`src/rtl/eq_gain_ramp_scheduler_pkg.sv`:
```
// Shared constants, gain type and FSM state encoding for the EQ gain ramp scheduler.
package eq_gain_pkg;

    localparam int N_BANDS = 10;
    localparam int GAIN_W  = 13;

    typedef logic [GAIN_W-1:0] gain_t;

    // Unity in unsigned Q2.11.
    localparam gain_t UNITY_GAIN = 13'd2048;

    // Index of the final band visited during a scan pass.
    localparam logic [3:0] LAST_IDX = 4'd9;

    typedef enum logic [1:0] {
        IDLE   = 2'd0,
        SCAN   = 2'd1,
        COMMIT = 2'd2
    } state_t;

endpackage

```
`src/rtl/eq_gain_ramp_scheduler_if.sv`:
```
// Bundle of control, target and applied-gain signals between the register map,
// the scheduler and the equalizer datapath.
interface eq_gain_ramp_scheduler_if;
    import eq_gain_pkg::*;

    logic                        enable;
    logic                        sample_tick;
    logic [N_BANDS*GAIN_W-1:0]   target_gains;
    logic [N_BANDS*GAIN_W-1:0]   applied_gains;
    logic                        gains_valid;
    logic                        busy;
    logic                        settled;
    logic                        tick_overrun;

    modport master (
        output enable, sample_tick, target_gains,
        input  applied_gains, gains_valid, busy, settled, tick_overrun
    );

    modport slave (
        input  enable, sample_tick, target_gains,
        output applied_gains, gains_valid, busy, settled, tick_overrun
    );

endinterface

```
`src/rtl/eq_gain_ramp_scheduler_step_unit.sv`:
```
// Shared stepper: moves one gain toward its target by at most STEP, never
// overshooting and never wrapping.
module eq_gain_step_unit
    import eq_gain_pkg::*;
#(
    parameter int STEP = 16
) (
    input  gain_t current_gain,
    input  gain_t target_gain,
    output gain_t next_gain
);

    localparam logic [GAIN_W:0] STEP_X = (GAIN_W+1)'(STEP);
    localparam gain_t           STEP_G = GAIN_W'(STEP);

    logic [GAIN_W:0] diff_s;
    logic            neg_s;
    logic [GAIN_W:0] mag_s;

    // Widen by one bit so the difference carries its sign, then clamp the move to STEP.
    always_comb begin
        diff_s = {1'b0, target_gain} - {1'b0, current_gain};
        neg_s  = diff_s[GAIN_W];
        if (neg_s) begin
            mag_s = (~diff_s) + {{GAIN_W{1'b0}}, 1'b1};
        end else begin
            mag_s = diff_s;
        end
        if (mag_s <= STEP_X) begin
            next_gain = target_gain;
        end else if (!neg_s) begin
            next_gain = current_gain + STEP_G;
        end else begin
            next_gain = current_gain - STEP_G;
        end
    end

endmodule

```
`src/rtl/eq_gain_ramp_scheduler.sv`:
```
// Snapshots the 10 target gains on an accepted sample tick, walks the bands
// serially through one stepper, then commits all applied gains at once.
module eq_gain_ramp_scheduler
    import eq_gain_pkg::*;
#(
    parameter int    STEP       = 16,
    parameter gain_t RESET_GAIN = UNITY_GAIN
) (
    input  logic                        clk,
    input  logic                        rst_n,
    eq_gain_ramp_scheduler_if.slave     bus
);

    state_t     state_r;
    state_t     state_s;
    logic [3:0] idx_r;
    gain_t      snap_r    [N_BANDS];
    gain_t      work_r    [N_BANDS];
    gain_t      applied_r [N_BANDS];
    logic       unsettled_r;
    logic       gains_valid_r;
    logic       busy_r;
    logic       settled_r;
    logic       overrun_r;

    logic       tick_s;
    logic       accept_s;
    logic       drop_s;
    logic       scan_s;
    logic       commit_s;
    gain_t      cur_s;
    gain_t      tgt_s;
    gain_t      step_s;

    assign tick_s   = bus.sample_tick & bus.enable;
    assign scan_s   = (state_r == SCAN);
    assign commit_s = (state_r == COMMIT);
    assign cur_s    = applied_r[idx_r];
    assign tgt_s    = snap_r[idx_r];

    eq_gain_step_unit #(.STEP(STEP)) u_step (
        .current_gain (cur_s),
        .target_gain  (tgt_s),
        .next_gain    (step_s)
    );

    // Next-state logic; enabled ticks outside IDLE (including COMMIT) are dropped.
    always_comb begin
        state_s  = state_r;
        accept_s = 1'b0;
        drop_s   = 1'b0;
        case (state_r)
            IDLE: begin
                if (tick_s) begin
                    accept_s = 1'b1;
                    state_s  = SCAN;
                end else begin
                    state_s  = IDLE;
                end
            end
            SCAN: begin
                drop_s = tick_s;
                if (idx_r == LAST_IDX) begin
                    state_s = COMMIT;
                end else begin
                    state_s = SCAN;
                end
            end
            COMMIT: begin
                drop_s  = tick_s;
                state_s = IDLE;
            end
            default: begin
                state_s = IDLE;
            end
        endcase
    end

    // FSM state register.
    always_ff @(posedge clk or negedge rst_n) begin
        if (!rst_n) begin
            state_r <= IDLE;
        end else begin
            state_r <= state_s;
        end
    end

    // Band index advances once per SCAN cycle and parks at 0 otherwise.
    always_ff @(posedge clk or negedge rst_n) begin
        if (!rst_n) begin
            idx_r <= 4'd0;
        end else if (scan_s && (idx_r != LAST_IDX)) begin
            idx_r <= idx_r + 4'd1;
        end else begin
            idx_r <= 4'd0;
        end
    end

    // Snapshot of the targets, frozen for the whole pass.
    always_ff @(posedge clk or negedge rst_n) begin
        if (!rst_n) begin
            for (int i = 0; i < N_BANDS; i++) snap_r[i] <= RESET_GAIN;
        end else if (accept_s) begin
            for (int i = 0; i < N_BANDS; i++) snap_r[i] <= bus.target_gains[i*GAIN_W +: GAIN_W];
        end else begin
            for (int i = 0; i < N_BANDS; i++) snap_r[i] <= snap_r[i];
        end
    end

    // Stepped gains accumulate here so the datapath never sees a partial set.
    always_ff @(posedge clk or negedge rst_n) begin
        if (!rst_n) begin
            for (int i = 0; i < N_BANDS; i++) work_r[i] <= RESET_GAIN;
        end else if (scan_s) begin
            work_r[idx_r] <= step_s;
        end else begin
            for (int i = 0; i < N_BANDS; i++) work_r[i] <= work_r[i];
        end
    end

    // Tracks whether any band in this pass still differs from its snapshot target.
    always_ff @(posedge clk or negedge rst_n) begin
        if (!rst_n) begin
            unsettled_r <= 1'b0;
        end else if (accept_s) begin
            unsettled_r <= 1'b0;
        end else if (scan_s && (step_s != tgt_s)) begin
            unsettled_r <= 1'b1;
        end else begin
            unsettled_r <= unsettled_r;
        end
    end

    // Atomic commit of all applied gains.
    always_ff @(posedge clk or negedge rst_n) begin
        if (!rst_n) begin
            for (int i = 0; i < N_BANDS; i++) applied_r[i] <= RESET_GAIN;
        end else if (commit_s) begin
            for (int i = 0; i < N_BANDS; i++) applied_r[i] <= work_r[i];
        end else begin
            for (int i = 0; i < N_BANDS; i++) applied_r[i] <= applied_r[i];
        end
    end

    // Registered status outputs.
    always_ff @(posedge clk or negedge rst_n) begin
        if (!rst_n) begin
            gains_valid_r <= 1'b0;
            busy_r        <= 1'b0;
            settled_r     <= 1'b0;
            overrun_r     <= 1'b0;
        end else begin
            gains_valid_r <= commit_s;
            busy_r        <= (state_s != IDLE);
            settled_r     <= commit_s ? ~unsettled_r : settled_r;
            overrun_r     <= drop_s;
        end
    end

    for (genvar g = 0; g < N_BANDS; g++) begin : g_pack
        assign bus.applied_gains[g*GAIN_W +: GAIN_W] = applied_r[g];
    end

    assign bus.gains_valid  = gains_valid_r;
    assign bus.busy         = busy_r;
    assign bus.settled      = settled_r;
    assign bus.tick_overrun = overrun_r;

endmodule

```
`src/flat_wrapper.sv`:
```
// flat-port wrapper written by rule: the top's interface ports become plain ports
module eq_gain_ramp_scheduler_flat import eq_gain_pkg::*;
#(
    parameter int    STEP       = 16,
    parameter gain_t RESET_GAIN = UNITY_GAIN
)
  (clk, rst_n, bus_enable, bus_sample_tick, bus_target_gains, bus_applied_gains, bus_gains_valid, bus_busy, bus_settled, bus_tick_overrun);
  eq_gain_ramp_scheduler_if bus_i ();
  input  logic clk;
  input  logic rst_n;
  input wire logic [$bits(bus_i.enable)-1:0] bus_enable;
  input wire logic [$bits(bus_i.sample_tick)-1:0] bus_sample_tick;
  input wire logic [$bits(bus_i.target_gains)-1:0] bus_target_gains;
  output wire logic [$bits(bus_i.applied_gains)-1:0] bus_applied_gains;
  output wire logic [$bits(bus_i.gains_valid)-1:0] bus_gains_valid;
  output wire logic [$bits(bus_i.busy)-1:0] bus_busy;
  output wire logic [$bits(bus_i.settled)-1:0] bus_settled;
  output wire logic [$bits(bus_i.tick_overrun)-1:0] bus_tick_overrun;
  assign bus_i.enable = bus_enable;
  assign bus_i.sample_tick = bus_sample_tick;
  assign bus_i.target_gains = bus_target_gains;
  assign bus_applied_gains = bus_i.applied_gains;
  assign bus_gains_valid = bus_i.gains_valid;
  assign bus_busy = bus_i.busy;
  assign bus_settled = bus_i.settled;
  assign bus_tick_overrun = bus_i.tick_overrun;
  eq_gain_ramp_scheduler #(.STEP(STEP), .RESET_GAIN(RESET_GAIN)) u_core (.clk(clk), .rst_n(rst_n), .bus(bus_i));
endmodule
```
`config.mk`:
```
export PLATFORM = sky130hd
export DESIGN_NAME = eq_gain_ramp_scheduler_flat
export DESIGN_NICKNAME = d
export VERILOG_FILES = /design/src/rtl/eq_gain_ramp_scheduler_pkg.sv /design/src/rtl/eq_gain_ramp_scheduler_if.sv /design/src/rtl/eq_gain_ramp_scheduler_step_unit.sv /design/src/rtl/eq_gain_ramp_scheduler.sv /design/src/flat_wrapper.sv
export SDC_FILE = /design/constraint.sdc
export NUM_CORES = 1
export LEC_CHECK = 0
export ABC_CLOCK_PERIOD_IN_PS = 6900
export CORE_MARGIN = 2
export CORE_UTILIZATION = 38
export CTS_CLUSTER_SIZE = 20
export DETAILED_ROUTE_END_ITERATION = 10
export PLACE_DENSITY_LB_ADDON = 0.2
export SLEW_MARGIN = 10
export SYNTH_ARGS = -nofsm -noshare
export SYNTH_HDL_FRONTEND = slang
export SYNTH_HIERARCHICAL = 1
export SYNTH_SLANG_ARGS = --single-unit
```
`constraint.sdc`:
```
create_clock -name clk -period 6.9 [get_ports clk]
set_clock_uncertainty 0.05 [all_clocks]
set_input_delay 1.38 -clock clk [delete_from_list [all_inputs] [get_ports clk]]
set_output_delay 1.38 -clock clk [all_outputs]
set_load 0.005 [all_outputs]
```
==> results of run 1 <==
## what timing repair did
action,CTS,global route
hold buffers,0,0
endpoints found under the setup margin,0,1
setup buffers,0,2
## report_power, final
| part | total (mW) | leakage [nW] | switching (mW) | internal [mW] |
|---|---|---|---|---|
| clock | 2.40 | 0.737 | 0.958 | 1.45 |
| combinational | 6.73 | 4.63 | 3.75 | 2.99 |
| sequential | 3.68 | 5.10 | 0.510 | 3.17 |
## synth_stat cells, types with 5 or more instances
master	n	area, sq um
mux2_2	425	4790
dfrtp_1	371	9280
nand2_1	96	360
clkbuf_1	53	199
mux4_2	36	811
dfstp_2	30	788
ha_1	28	350
inv_1	28	105
a22oi_1	22	165
nand3_1	20	100
o21ai_0	19	95.1
xnor2_1	19	166
a21oi_1	17	85.1
buf_2	16	80.1
nor2_1	13	48.8
buf_1	12	45.0
a31oi_1	11	68.8
mux2_4	10	150
nor3_1	9	45.0
a21o_1	7	52.6
xor2_1	7	61.3
and3_1	6	37.5
mux2i_1	6	60.1
mux2_1	5	56.3
o21bai_1	5	37.5
## area by class of cell
class	count	area (sq um)
tap	664	831
clock buffer	73	1380
multi-input combinational	828	8260
antenna	1	2.50
clock inverter	11	115
inverter	29	109
sequential	401	10100
timing repair buffer	295	2960
fill	4257	25100
## flip-flops by register name (all words and copies together) (netlist names), 2 cells and up
signal	flops
u_core/bus.applied_gains	130
u_core/idx_r	4
u_core/snap_r	130
u_core/state_r	2
u_core/work_r	130
## worst paths after layout
check	endpoint	slack, ps	from
min in group asynchronous	u_core/work_r[114]	770	rst_n
hold / removal	u_core/work_r[11]	410	u_core/work_r[11]
max in group asynchronous	u_core/snap_r[1]	4590	rst_n
setup reg to reg	u_core/unsettled_r	450	u_core/idx_r[0]
setup / recovery	u_core/unsettled_r	450	u_core/idx_r[0]
hold reg to reg	u_core/work_r[11]	410	u_core/work_r[11]
## cells by family after synthesis
kind of cell / count (synthesis) / synth area share (%)
xor gates and xnor gates: 26 / 1.21
and+or+nand+nor: 176 / 4.54
adders and majority gates: 30 / 2.08
buffers and inverters: 116 / 2.66
AOI/OAI and AO/OA: 111 / 4.22
muxes: 485 / 31.6
DFF: 401 / 53.6
## critical path, stage by stage, from the launching register on
cell	delay, ps
dfrtp_4	750
buf_4	350
mux4_1	630
nand2_1	130
nand3_1	140
ha_1	380
a21o_1	220
a21oi_2	200
o21ai_1	90
o21bai_4	190
o31ai_4	510
mux2_2	420
a22oi_1	190
o211a_1	230
nand4_4	260
mux2_4	470
and3_2	200
or4_1	500
nor4_1	270
a31oi_1	100
## metrics by stage
step	utilization [%]	setup WS (ps)	instances	power, mW
finish	48.6	454	2302	12.8
detailed placement	45.5	388	2215	10.4
CTS	48.5	336	2299	12.8
floorplan	-	740	1345	8.12
global route	48.6	27.3	2301	13.6
global placement	45.5	489	2215	10.2
## metal layers
layer	up-vias	wire [um]	track usage [%]
li1	5403	-	-
met1	6367	24700	30.0
met2	329	26000	33.6
met3	75	2400	2.93
met4	2	1430	7.43
met5	-	13	0
==> results.ini, run 1 <==
[run_status]
status = finished, final reports clean

[power]
ir_worst_vdd_mv = 0.545
leakagePower_nw = 10.5
pwr_density_cell_mw_per_mm2 = 540

[layout]
final_common_cell = mux2_2
drive_gt1_share_pct = 38.2
mostFrequentLayoutCells = mux2_2, dfrtp_1, clkdlybuf4s50_1
final_nets = 1764
postLayoutCellArea_sq_mm = 0.0237
area_growth_pct = 26.5

[grt]
grt_pass1_vias = 12722
overflow = 0
grt_max_degree = 162
grt_util_all_layers_pct = 21.2
antenna_found_initial = 3
grt_pass1_wl_um = 80300

[setup_path]
critPathRequiredTime_ps = 7280
worst-setup-path-type = reg -> reg
end_kind = flip-flop
start_kind = flip-flop
crit_arrival_ps = 6830
r2r_cells = 19
path_max_fanout = 17

[die]
core_area_sq_mm = 0.0488
die_area_sq_mm = 0.0512
initial_core_util_pct = 38.4
rows = 81
chipHeight_um = 226
die_w_um = 226
ioPinCount = 268

[clock_network]
cts_buffers = 45
cts_root_buffer = clkbuf_16
cts_tree = built
clk_pin_slew_ps = 60
ctsResizeCount = 0
cts.sinks = 401
cts_buffer_depth = 3
h-tree-depth = 2
insertion_delay_ps = 570

[hold_path]
hold_class = reg -> reg
whs_path_depth = 2

[synthesis]
synth-seq-cells = 401
synth_cell_types = 72
syn_nets = 1509
synth_cells = 1345
async_reset_ff_share_pct = 100
yosysWarningCount = 6
syn_area_per_cell_sq_um = 14.0
synth_area_sq_mm = 0.0188
seq_area_frac_synth_pct = 53.6
synth-edff-count = 0
ys.flop_type = dfrtp_1

[timing]
slew-limit-headroom_pct = 27.7
max_freq_ghz = 0.155
fin_crit_sh_pct = 93.4
hold_viol_final = 0
whs_ps = 408
finalSetupViolCount = 0
setup-tns-final_ps = 0
period_needed_ps = 6450
rsz0062_at_grt = no
slew_viol_final = 0
worst-slew-pin-transition_ps = 1080

[drt]
drt_first_pass_iters = 5
wl_per_cell_um = 23.7
drtIter0Drc = 904
antenna_left = 0
vias = 12176
wl_um = 54600
drc_errors = 0
viasPerCell = 5.29

[placed_design]
port_buffers = 267
dpl.hpwl_um = 38000
post_dp_cell_area_sq_mm = 0.0222
place.gp.congestion = 0.828

[run]
cap_violations = 0

Power figures use the tool's default switching activity.
==> inputs of run 2 (changes only) <==
Settings changed: CORE_MARGIN 2 to not set.
==> results.ini, run 2 (synthesized netlist as in run 1, its figures left out) <==
[clock_network]
ctsHoldBuffers = 0  ; unchanged
insertion_delay_ps = 580  ; was 570 ps
cts_root_buffer = clkbuf_16  ; unchanged
cts_buffers = 45  ; unchanged
cts_tree = built  ; unchanged
cts_setup_buffers = 0  ; unchanged
h-tree-depth = 2  ; unchanged
cts.sinks = 401  ; unchanged
ctsResizeCount = 0  ; unchanged
cts_buffer_depth = 3  ; unchanged
clk_pin_slew_ps = 60  ; about the same

[setup_path]
cpPeakStageDelay_ps = 800  ; was 750 ps
critPathRequiredTime_ps = 7290  ; was 7280 ps
crit_slowest_cell = dfrtp_4  ; unchanged
path_cells = buf_4 > mux2_1 > a22oi_1 > nand3_1 > ha_1 > nand2_1 > a211oi_4 > o21ai_2 > o21bai_4 > o31ai_4 > buf_4 > or3b_1 > a22oi_1 > o211a_1 > nand4_4 > mux2_4 > and3_2 > or4_1 > nor4_1 > a31oi_1  ; was buf_4 > mux4_1 > nand2_1 > nand3_1 > ha_1 > a21o_1 > a21oi_2 > o21ai_1 > o21bai_4 > o31ai_4 > mux2_2 > a22oi_1 > o211a_1 > nand4_4 > mux2_4 > and3_2 > or4_1 > nor4_1 > a31oi_1
crit_arrival_ps = 6890  ; was 6830 ps
r2r_slack_ps = 400  ; was 450 ps
end_kind = flip-flop  ; unchanged
path_max_fanout = 30  ; was 17
start_kind = flip-flop  ; unchanged
worst-setup-path-type = reg -> reg  ; unchanged

[power]
ir_worst_vdd_mv = 0.477  ; was 0.545 mV
leakagePower_nw = 10.5  ; about the same
pwr_density_cell_mw_per_mm2 = 537  ; was 540 mW/mm^2

[drt]
drc_errors = 0  ; unchanged
drt_first_pass_iters = 8  ; was 5
wl_um = 54300  ; was 54,600 um
wl_per_cell_um = 23.6  ; was 23.7 um
vias = 12026  ; was 12,176
viasPerCell = 5.23  ; was 5.29
antenna_left = 0  ; unchanged
drtIter0Drc = 777  ; was 904

[grt]
grt_pass1_wl_um = 81100  ; was 80,300 um
grt_pass1_vias = 12693  ; was 12,722
grt_util_all_layers_pct = 21.7  ; was 21.2%
grt_max_degree = 161  ; was 162
overflow = 0  ; unchanged
antenna_found_initial = 2  ; was 3

[run_status]
status = finished, final reports clean  ; unchanged

[layout]
drive_gt1_share_pct = 38.5  ; was 38.2%
diodes = 0  ; was 1
final_nets = 1764  ; unchanged
post-route-util_pct = 48.5  ; was 48.6%
area_growth_pct = 26.2  ; was 26.5%
mostFrequentLayoutCells = mux2_2, dfrtp_1, clkdlybuf4s50_1  ; unchanged
final_common_cell = mux2_2  ; unchanged

[die]
ioPinCount = 268  ; unchanged
initial_core_util_pct = 38.4  ; unchanged
die_area_sq_mm = 0.0503  ; was 0.0512 sq mm
rows = 81  ; unchanged
die_w_um = 224  ; was 226 um
chipHeight_um = 224  ; was 226 um
core_area_sq_mm = 0.0488  ; unchanged

[timing]
hold_viol_final = 0  ; unchanged
slew-limit-headroom_pct = 21.5  ; was 27.7%
period_needed_ps = 6500  ; was 6450 ps
worst-slew-pin-transition_ps = 1180  ; was 1080 ps
finalSetupViolCount = 0  ; unchanged
slew_viol_final = 0  ; unchanged
max_freq_ghz = 0.154  ; was 0.155 GHz
setup-tns-final_ps = 0  ; unchanged
rsz0062_at_grt = no  ; unchanged
fin_crit_sh_pct = 94.3  ; was 93.4%

[placed_design]
port_buffers = 267  ; unchanged
place.gp.congestion = 0.832  ; was 0.828
dpl.hpwl_um = 38400  ; was 38,000 um

[hold_path]
hold_class = reg -> reg  ; unchanged

[run]
cap_violations = 0  ; unchanged

-- run 2: per-layer routing --
metal | wire length (um) | track usage, % | up-vias
li1 | - | - | 5411
met1 | 24700 | 30.5 | 6276
met2 | 26100 | 34.9 | 276
met3 | 2270 | 3.21 | 63
met4 | 1180 | 6.30 | 0
met5 | 0 | 0 | -
-- run 2: layout make-up --
| cell class | count | area [sq um] |
|---|---|---|
| Fill cell | 4287 | 25200 |
| Sequential cell | 401 | 10100 |
| Multi-Input combinational cell | 828 | 8260 |
| Timing Repair Buffer | 295 | 2940 |
| Clock buffer | 66 | 1320 |
| Tap cell | 664 | 831 |
| Clock inverter | 17 | 161 |
| Inverter | 29 | 109 |
-- run 2: metrics by stage --
step	power (mW)	setup slack [ps]	std cells	hold slack, ps	area, sq um
final	12.7	396	2300	407	23700
after CTS	12.8	298	2297	408	23700
after detailed placement	10.3	325	2214	398	22200
after floorplan	8.12	740	1345	387	18800
after global placement	10.2	360	2214	400	22200
after global routing	13.5	120	2300	428	23700
-- run 2: path summary, 6_finish.rpt --
path	from	cells after the start	end
max	u_core/idx_r[1]	20	u_core/unsettled_r
min	u_core/work_r[11]	2	u_core/work_r[11]
max reg2reg	u_core/idx_r[1]	20	u_core/unsettled_r
min reg2reg	u_core/work_r[11]	2	u_core/work_r[11]
max in group asynchronous	rst_n	2	u_core/bus.applied_gains[116]
min in group asynchronous	rst_n	1	u_core/snap_r[114]
-- run 2: power breakdown --
group	switching (mW)	internal, mW
Clock	0.982	1.40
Sequential	0.529	3.17
Combinational	3.66	2.97
-- run 2: critical path, delay by kind of cell (launching register included) --
family | cells | cell delay (ps)
adders and majority gates | 1 | 400
DFF | 1 | 800
AOI/OAI and AO/OA | 8 | 1710
muxes | 2 | 830
buffers and inverters | 2 | 570
and+or+nand+nor | 7 | 1980
==> inputs of run 3 (changes only) <==
Settings changed: ABC_CLOCK_PERIOD_IN_PS 6900 to 7200, CORE_MARGIN set to 10, SKIP_LAST_GASP set to 1.
Clock period 6.9 ns to 7.2 ns, I/O delays scaled along.
==> results.ini, run 3 (synthesized netlist as in run 1, its figures left out) <==
[run_status]
status = finished, final reports clean  ; unchanged

[grt]
grt_pass1_wl_um = 85800  ; was 81,100 um
grt_pass1_vias = 12943  ; was 12,693
gr-usage-met3_pct = 3.42  ; was 3.21%
antenna_found_initial = 2  ; unchanged
met2_usage_pct = 32.0  ; was 34.9%
gr-usage-met1_pct = 25.3  ; was 30.5%
grt_max_degree = 157  ; was 161
top_usage_layer = met2  ; unchanged
overflow = 0  ; unchanged
grt_util_all_layers_pct = 19.2  ; was 21.7%

[clock_network]
cts_setup_buffers = 0  ; unchanged
cts_buffers = 44  ; was 45
cts_tree = built  ; unchanged
clk_pin_slew_ps = 60  ; about the same
insertion_delay_ps = 580  ; about the same
h-tree-depth = 2  ; unchanged
cts_root_buffer = clkbuf_16  ; unchanged
ctsResizeCount = 0  ; unchanged
cts_buffer_depth = 3  ; unchanged
cts.sinks = 401  ; unchanged
ctsHoldBuffers = 0  ; unchanged

[drt]
drc_errors = 0  ; unchanged
drt_first_pass_iters = 7  ; was 8
antenna_left = 0  ; unchanged
wl_per_cell_um = 24.9  ; was 23.6 um
vias = 12062  ; was 12,026
viasPerCell = 5.27  ; was 5.23
drtIter0Drc = 909  ; was 777
wl_um = 56900  ; was 54,300 um

[timing]
finalSetupViolCount = 0  ; unchanged
period_needed_ps = 6840  ; was 6500 ps
max_freq_ghz = 0.146  ; was 0.154 GHz
setup_ws_ps = 359  ; was 396 ps
fin_crit_sh_pct = 95.0  ; was 94.3%
slew-limit-headroom_pct = 21.7  ; was 21.5%
setup-tns-final_ps = 0  ; unchanged
hold_viol_final = 0  ; unchanged
whs_ps = 419  ; was 407 ps
worst-slew-pin-transition_ps = 1170  ; was 1180 ps
rsz0062_at_grt = no  ; unchanged
slew_viol_final = 0  ; unchanged

[setup_path]
end_kind = flip-flop  ; unchanged
crit_end = u_core/unsettled_r  ; unchanged
r2r_slack_ps = 360  ; was 400 ps
start_kind = flip-flop  ; unchanged
r2r_cells = 19  ; was 20
worst-setup-path-type = reg -> reg  ; unchanged
r2r-start = u_core/idx_r[0]  ; was u_core/idx_r[1]
critPathRequiredTime_ps = 7570  ; was 7290 ps
crit_arrival_ps = 7210  ; was 6890 ps
path_max_fanout = 30  ; unchanged
r2r_end = u_core/unsettled_r  ; unchanged
cp-startpoint = u_core/idx_r[0]  ; was u_core/idx_r[1]

[die]
die_area_sq_mm = 0.0587  ; was 0.0503 sq mm
core_area_sq_mm = 0.0488  ; unchanged
rows = 81  ; unchanged
chipHeight_um = 242  ; was 224 um
initial_core_util_pct = 38.4  ; unchanged
die_w_um = 242  ; was 224 um
ioPinCount = 268  ; unchanged

[power]
pwr_density_cell_mw_per_mm2 = 518  ; was 537 mW/mm^2
finalPower_mw = 12.3  ; was 12.7 mW
ir_worst_vdd_mv = 0.433  ; was 0.477 mV
leakagePower_nw = 10.4  ; was 10.5 nW

[placed_design]
post_dp_cell_area_sq_mm = 0.0221  ; was 0.0222 sq mm
port_buffers = 267  ; unchanged
place.gp.congestion = 0.865  ; was 0.832
dpl.hpwl_um = 41000  ; was 38,400 um
place_worst_setup_slack_ps = 302  ; was 325 ps
dp.cells = 2207  ; was 2,214

[layout]
fillerInstances = 4324  ; was 4,287
final_nets = 1753  ; was 1,764
mostFrequentLayoutCells = mux2_2, dfrtp_1, clkdlybuf4s50_1  ; unchanged
diodes = 0  ; unchanged
post-route-util_pct = 48.6  ; was 48.5%
multiInputGateArea_sq_mm = 0.00828  ; was 0.00826 sq mm
layout.area.seq_sq_mm = 0.0101  ; unchanged
postLayoutCellArea_sq_mm = 0.0237  ; about the same
final_common_cell = mux2_2  ; unchanged
drive_gt1_share_pct = 38.3  ; was 38.5%
area_growth_pct = 26.4  ; was 26.2%
final_cells = 2289  ; was 2,300

[run]
cap_violations = 0  ; unchanged

[hold_path]
hold_class = reg -> reg  ; unchanged

-- run 3: changes by cell type in the layout (fill, tap and decap cells not counted), sizes merged --
cell	delta
clkinvlp	+2
clkbuf	-2
bufinv	+4
clkinv	-1
inv	-4
buf	-10
-- run 3: worst min path at each step --
| stage | to | cells past startpoint | slack (ps) | startpoint |
|---|---|---|---|---|
| finish | u_core/work_r[11] | 2 | 420 | u_core/work_r[11] |
| floorplan | u_core/work_r[11] | 2 | 390 | u_core/work_r[11] |
| global placement | u_core/work_r[11] | 2 | 400 | u_core/work_r[11] |
| global route | u_core/work_r[12] | 2 | 440 | u_core/work_r[12] |
| detailed placement | u_core/work_r[11] | 2 | 410 | u_core/work_r[11] |
| CTS | u_core/work_r[11] | 2 | 420 | u_core/work_r[11] |
-- run 3: area by class of cell --
cell class / count / share of cell area, %
sequential: 401 / 42.5
multi-input combinational: 828 / 34.9
timing repair buffer: 285 / 12.0
clock buffer: 64 / 5.60
tap: 664 / 3.50
clock inverter: 18 / 1.08
inverter: 29 / 0.459
-- run 3: worst max-delay path: stages, from the launching register on --
cell	delay, ps
dfrtp_4	860
buf_4	320
mux2_1	340
a222oi_1	520
nand2_1	260
ha_1	330
nand2b_1	140
a211oi_4	110
o21ai_2	240
o21bai_4	100
o31ai_4	650
mux2_2	410
a22oi_1	150
o211a_1	220
nand4_4	330
mux2_4	510
and3_2	200
or4_1	490
nor4_1	300
a31oi_1	120
-- run 3: power breakdown --
part | switching (mW) | internal, mW | total, mW
clock network | 0.925 | 1.50 | 2.42
logic | 3.50 | 2.78 | 6.29
registers | 0.552 | 3.04 | 3.59
total | 4.98 | 7.32 | 12.3
-- run 3: per-layer routing --
metal,vias up,routed length (um)
li1,5367,-
met1,6326,25000
met2,306,27900
met3,63,2760
met4,0,1230
met5,-,0
==> variant: new RTL, config.mk and constraints of run 3 <==
Re-encode `state_t` (3 states) as one-hot, 3 bits wide.
--- a/src/rtl/eq_gain_ramp_scheduler_pkg.sv
+++ b/src/rtl/eq_gain_ramp_scheduler_pkg.sv
@@ -13,8 +13,8 @@
     localparam logic [3:0] LAST_IDX = 4'd9;
 
-    typedef enum logic [1:0] {
-        IDLE   = 2'd0,
-        SCAN   = 2'd1,
-        COMMIT = 2'd2
+    typedef enum logic [2:0] {
+        IDLE   = 3'b001,
+        SCAN   = 3'b010,
+        COMMIT = 3'b100
     } state_t;
 
Formal check against the unedited RTL: same outputs for any inputs over 4 cycles, from zero or initial values and one cycle with rst_n low; so few cycles prove little.
==> variant against run 3 <==
Setup slack better by 500 ps. Worst hold slack worse by 14 ps. Final area hardly changed. Area after synthesis is 0.78% higher. Sequential share of layout area is 0.14 points higher. Sequential cell count is 1 higher. Wire length is 4.3% higher. Cell count is 12% higher. Die area is 0.72% higher. Critical path depth is 6 higher. Core utilization is 0.24 points lower. Count of clock-buffer cells in the layout is 5 higher.
Power is not compared: it rests on default switching activity, and its combinational part moved more than twofold at a synthesized area within 25%.
==> variant: results (changes against run 3) <==
* Initial antenna violation count at 8 (was 2)
* Pin count of the biggest net entering global routing at 149 (was 157)
* Largest stage delay, worst path at 660 ps (was 860 ps)
* Actual slew at the worst max-slew pin at 996 ps (was 1170 ps)
* Skew-Pair Late Insertion Delay at 600 ps (was 580 ps)
* Fillers at 4500 (was 4324)
* Share of cells above drive strength 1 at 25.0% (was 38.3%)
* DR pass1 iterations at 5 (was 7)
* Total wire length at 59400 um (was 56900 um)
* Synth cell count leaders: nand2_1, dfrtp_1, mux2_2 (was mux2_2, dfrtp_1, nand2_1)
* Crit-path max FO at 45 (was 30)
* Compound-Gate Fraction of Synth Area at 5.32% (was 4.22%)
* Seq/Total Area, Yosys at 53.4% (was 53.6%)
* Syn Nets at 1775 (was 1509)
* FF-to-FF path depth at 25 (was 19)
* All-Layer GR Usage at 19.9% (was 19.2%)
* Initial DRC Count at 867 (was 909)
* Mux contribution to synthesized area at 24.0% (was 31.6%)
* Mapped Cells at 1614 (was 1345)
* Area contributors post-synth: dfrtp_1, mux2_2, nand2_1 (was dfrtp_1, mux2_2, mux4_2)
* CP max-delay cell: mux4_1 (was dfrtp_4)
* Post-Synth XOR/XNOR Area at 1.34% (was 1.21%)
* Synth Area in Adders at 1.86% (was 2.08%)
* Status: complete, no violations (unchanged)
* CTS buffer count at 45 (was 44)
* First-pass GRT wire length at 90000 um (was 85800 um)
* WL/cell at 23.2 um (was 24.9 um)
* Vias in the first global route at 13900 (was 12900)
* DR vias/cell at 5.19 (was 5.27)
* CP arrival at 6750 ps (was 7210 ps)
* Routability Congestion at 0.888 (was 0.865)
* HPWL reported at the end of detailed placement at 42200 um (was 41000 um)
-- variant: per-stage QoR --
stage	utilization [%]	setup slack (ps)	hold slack [ps]
2_1_floorplan	-	1310	382
3_3_place_gp	45.3	901	389
3_5_place_dp	45.3	897	397
4_1_cts	48.3	881	406
5_1_grt	48.4	222	416
6_report	48.4	860	405
-- variant: power breakdown --
group	total [uW]	internal [uW]	switching [uW]
registers	2620	2500	123
logic	1260	584	680
clock network	2310	1360	955
total	6200	4440	1760
-- variant: how the worst min path moves through the flow --
stage	startpoint	to	slack (ps)
floorplan	u_core/work_r[37]	u_core/bus.applied_gains[102]	380
global route	u_core/work_r[63]	u_core/bus.applied_gains[76]	420
finish	u_core/work_r[2]	u_core/bus.applied_gains[119]	410
detailed placement	u_core/work_r[71]	u_core/bus.applied_gains[58]	400
CTS	u_core/work_r[40]	u_core/bus.applied_gains[79]	410
global placement	u_core/work_r[93]	u_core/bus.applied_gains[28]	390
-- variant: tightest hold or removal path: stages (launching register included) --
cell     delay [ps]
dfrtp_1         340
nand2_1          50
nand2_1          50
-- variant: final cells by class --
cell class / count / area, um^2 / share of cell area, %
Sequential cell: 402 / 10100 / 42.6
Multi-Input combinational cell: 1085 / 8260 / 34.8
Timing Repair Buffer: 293 / 2940 / 12.4
Clock buffer: 69 / 1300 / 5.46
Tap cell: 664 / 831 / 3.50
Clock inverter: 15 / 178 / 0.749
Inverter: 29 / 111 / 0.469
Antenna cell: 2 / 5.00 / 0.0211
-- variant: layer usage --
layer  wire length [um]  share of wire [%]  vias up  GRT usage [%]
li1                   -                  -     6046              -
met1              26200                 44     6806           26.5
met2              29000                 49      353           32.5
met3               3000                5.1       64           3.56
met4               1200                2.0        0           5.73
met5                  0                  0        -              0
